<file path="config.mk">
export PLATFORM = sky130hd
export DESIGN_NAME = fetch_unit
export DESIGN_NICKNAME = d
export VERILOG_FILES = /design/src/rtl/fetch_unit.sv
export SDC_FILE = /design/constraint.sdc
export NUM_CORES = 1
export LEC_CHECK = 0
export CAP_MARGIN = 10
export CORE_UTILIZATION = 40
export CTS_CLUSTER_SIZE = 16
export DETAILED_ROUTE_END_ITERATION = 10
export HOLD_SLACK_MARGIN = 0.15
export PLACE_DENSITY = 0.68
export SLEW_MARGIN = 20
export SYNTH_ARGS = -nofsm -noshare
export SYNTH_HDL_FRONTEND = slang
export SYNTH_SLANG_ARGS = --single-unit
</file>
<file path="constraint.sdc">
create_clock -name CLK -period 11.6 [get_ports CLK]
set_input_delay 2.32 -clock CLK [delete_from_list [all_inputs] [get_ports CLK]]
set_output_delay 2.32 -clock CLK [all_outputs]
set_load 0.01 [all_outputs]
</file>
<file path="src/rtl/fetch_unit.sv">
// rtl/fetch_unit.sv - RV32I fetch stage: owns the PC, issues 1-cycle imem reads,
// queues returned words and hands {instr, pc, pc+4} to decode; redirects flush all stale words.
module fetch_unit #(
  parameter logic [31:0] RESET_PC = 32'h0000_0000,
  parameter int          DEPTH    = 2
) (
  input  logic        CLK,
  input  logic        RESET,
  output logic        imem_req,
  output logic [31:0] imem_addr,
  input  logic [31:0] imem_rdata,
  input  logic        redirect_valid,
  input  logic [31:0] redirect_pc,
  output logic        id_valid,
  input  logic        id_ready,
  output logic [31:0] id_instr,
  output logic [31:0] id_pc,
  output logic [31:0] id_pc4
);

  localparam int CW = $clog2(DEPTH + 1);
  localparam int IW = (DEPTH > 1) ? $clog2(DEPTH) : 1;

  logic [31:0]   pc;
  logic [31:0]   tag;
  logic          inflight;
  logic [CW-1:0] count;
  logic [31:0]   q_instr [DEPTH];
  logic [31:0]   q_pc    [DEPTH];

  logic          pop;
  logic          push;
  logic [IW-1:0] wr_idx;
  int            used;

  logic unused_redirect_lsbs;
  assign unused_redirect_lsbs = ^redirect_pc[1:0];

  // Entry 0 is the registered head; pops shift the rest down one slot.
  assign id_valid  = (count != '0);
  assign id_instr  = q_instr[0];
  assign id_pc     = q_pc[0];
  assign id_pc4    = q_pc[0] + 32'd4;
  assign imem_addr = pc;

  always_comb begin
    pop      = id_valid && id_ready;
    push     = inflight && !redirect_valid;
    wr_idx   = IW'(count - CW'(pop));
    used     = int'(count) + int'(inflight) - int'(pop);
    imem_req = !RESET && !redirect_valid && (used < DEPTH);
  end

  always_ff @(posedge CLK) begin
    if (RESET) begin
      pc         <= {RESET_PC[31:2], 2'b00};
      tag        <= '0;
      inflight   <= 1'b0;
      count      <= '0;
      q_instr[0] <= 32'h0000_0013;
      q_pc[0]    <= '0;
    end else begin
      inflight <= imem_req;
      if (imem_req) begin
        pc  <= pc + 32'd4;
        tag <= pc;
      end
      if (redirect_valid) begin
        // A word returning now belongs to the old path and is dropped with the queue.
        pc    <= {redirect_pc[31:2], 2'b00};
        count <= '0;
      end else begin
        for (int i = 0; i < DEPTH - 1; i++) begin
          if (pop && (i + 1) < int'(count)) begin
            q_instr[i] <= q_instr[i+1];
            q_pc[i]    <= q_pc[i+1];
          end
        end
        if (push) begin
          q_instr[wr_idx] <= imem_rdata;
          q_pc[wr_idx]    <= tag;
        end
        count <= count + CW'(push) - CW'(pop);
      end
    end
  end

  assert property (@(posedge CLK) disable iff (RESET)
    !(push && !pop && count == CW'(DEPTH)));

endmodule
</file>
==> results.cfg <==
[layout]
stdcell_area_um2 = 11180
final_common_cell = nand2_1
drive_gt1_frac = 0.05599
antenna_cells = 0
synthToLayoutAreaGrowth_pct = 32.48
fin_nets = 1077
most-common-layout-cells = 210 x nand2_1, 188 x clkdlybuf4s50_1, 124 x edfxtp_1

[routing]
post_drt_wl_per_cell_um = 16.16
vias_per_cell = 5.192
drt-initial-drc-count = 438
ant_nets = 0
drt_drc_violations_left = 0
firstDrtPassIters = 7
totalWireLength_um = 20810
vias = 6687

[global_routing]
grt_pass1_vias = 6288
globalRouteOverflowTotal = 0
grt_usage = 0.1968
grt_pass1_wl_um = 33610
grt_start_max_net_pins = 126
antenna_found_initial = 0

[logic_synthesis]
async_reset_ff_frac = 0
synth_seq_cells = 187
syn_inst = 838
synth-main-ff-cell = edfxtp_1
synth_edf_count = 124
ys_types = 61
syn_area_um2 = 8437
avgSynthCellArea_um2 = 10.07
ys_seq_area_frac = 0.5908
ys_warn_count = 0

[floorplan]
io_pins = 198
initial_utilization = 0.4130
die_area_um2 = 21680
core.rowCount = 52
core_area_um2 = 20430
die-width_um = 147.2
die_y_um = 147.2

[place]
dpl.hpwl_um = 13980
gp_congestion = 0.9027
place_area_um2 = 10530
portBuffers = 189
dp_slack_ps = 3881

[clocking]
clk_latency_ps = 430
holdBufCountCts = 0
cts_root_buffer = clkbuf_16
h-tree-depth = 4
path_clk_slew_ps = 70
cts_made_buffers = 17
cts.path.max_buffers = 2
cts_resized = 0
cts_tree = built
cts_sinks = 187
cts_setup_buffers = 0

[pwr]
seqPwrFrac = 0.501
ir_worst_vdd_v = 0.00008805
pwr-share-clk = 0.404
intPower_mw = 1.170
power_leakage_nw = 3.636
swShare = 0.2267
powerDensity_nw_per_um2 = 135.3
net-switching-power_mw = 0.3429
comb_power_share = 0.094

[setup_path]
critPathKind = input port to output port
endpoint_kind = output port
start_kind = input port
r2r-start = count[1]
crit_required_ps = 9280
arrival_ps = 5490
reg2reg_slack_ps = 7790
regToRegEndpoint = imem_addr[14]
crit_path_max_fanout = 12
worstRegToRegCells = 8

[timing]
rsz0062_at_grt = no
final_max_slew_viol_count = 0
worstMarginPinSlew_ps = 1022
holdWs_ps = 459.2
fin_crit_ps = 7814
fmax_mhz = 128.0
fin_skew_ps = 15.20
slew_headroom = 0.3179
final.setup.tns_ps = 0
fin_ws_ps = 3786
setup-violations-final = 0
fin_crit_sh = 0.6736
hold_violations = 0

[outcome]
status = completed

[hold_path]
min_to = q_pc[1][8]
worst_hold_path.num_cells = 0
hold_path_class = flip-flop to flip-flop
hold_path.startpoint = tag[8]

[run]
maxCapViolCount = 0
-- per-layer routing --
| layer | share of wire | track usage | vias up | wire length [µm] |
|---|---|---|---|---|
| li1 | - | - | 3368 | - |
| met2 | 0.45 | 0.2960 | 256 | 9365 |
| met4 | 0.012 | 0.05979 | 0 | 251 |
| met5 | 0 | 0 | - | 0 |
| met3 | 0.069 | 0.04503 | 18 | 1431 |
| met1 | 0.47 | 0.2813 | 3045 | 9763 |
-- worst max path at each step --
stage | start | endpoint | slack, ps | cells after the start
5_1_grt | id_ready | imem_req | 3520 | 9
3_3_place_gp | id_ready | imem_req | 3940 | 9
4_1_cts | id_ready | imem_req | 3820 | 9
6_report | id_ready | imem_req | 3790 | 9
3_5_place_dp | id_ready | imem_req | 3880 | 9
2_1_floorplan | redirect_valid | q_instr[1][0] | 3850 | 4
-- area by class of cell --
type                    count  area (µm²)
well taps                 270       337.8
clock buffers              21       471.7
flip-flops and latches    187        4985
fillers                  1810        9253
clock inverters            11       157.7
repair buffers            200        1982
inverters                  16       60.06
multi-input cells         583        3183
-- stage by stage --
| step | power [mW] | cells | utilization |
|---|---|---|---|
| after global placement | 0.9136 | 1255 | 0.5153 |
| final | 1.513 | 1288 | 0.5471 |
| after floorplan | 0.8272 | 843 | - |
| after detailed placement | 0.9151 | 1255 | 0.5153 |
| after global routing | 1.567 | 1288 | 0.5471 |
| after CTS | 1.527 | 1287 | 0.5461 |
-- cells by family after synthesis --
logic type               after synthesis  synth area share
other                                  1         0.0004445
AO/OA/AOI/OAI                        162            0.1200
XOR/XNOR                              37           0.03841
buffers and inverters                 73           0.03648
adder cells (fa/ha/maj)                4          0.006822
AND/OR/NAND/NOR                      373            0.2058
multiplexers                           1          0.001186
flip-flops                           187            0.5908
-- cell usage after synthesis, drive strengths merged (3+ instances only) --
library cell / number / area (µm²)
a2111oi: 4 / 35.03
a211oi: 5 / 37.54
a21oi: 39 / 195.2
a311oi: 5 / 43.79
a31oi: 12 / 75.07
and2: 8 / 50.05
and3: 9 / 56.30
and4: 6 / 52.55
buf: 12 / 78.82
clkbuf: 45 / 168.9
dfxtp: 63 / 1261
edfxtp: 124 / 3724
ha: 3 / 37.54
inv: 15 / 56.30
nand2: 210 / 788.3
nand3: 31 / 155.2
nand4: 24 / 150.1
nor2: 28 / 105.1
nor3: 18 / 90.09
nor3b: 3 / 22.52
nor4: 8 / 50.05
o211ai: 5 / 37.54
o21ai: 61 / 305.3
o311ai: 9 / 93.84
o31ai: 5 / 37.54
or2: 4 / 25.02
or3: 5 / 31.28
or4: 9 / 75.07
xnor2: 22 / 192.7
xor2: 15 / 131.4
-- power groups by stage --
stage,logic [mW],clock network (mW),registers (mW)
2_1_floorplan,0.0539,0,0.773
3_5_place_dp,0.142,0,0.773
6_report,0.142,0.612,0.759
4_1_cts,0.143,0.625,0.758
5_1_grt,0.154,0.651,0.762
3_3_place_gp,0.142,0,0.772
-- critical path, stage by stage --
cell and delay, ps:
clkdlybuf4s50_1 530, nand2_1 160, o21ai_0 220, nand2_1 130, fa_1 860, nor3b_1 510
nand2_1 140, clkinv_1 90, clkdlybuf4s50_1 530
-- state kept, by name, summed over array words and instances (netlist names) --
signal / flops
q_instr: 64
q_pc: 60
imem_addr: 30
tag: 30
count: 2
inflight: 1
Note: power is estimated with default switching activity, not from simulation.
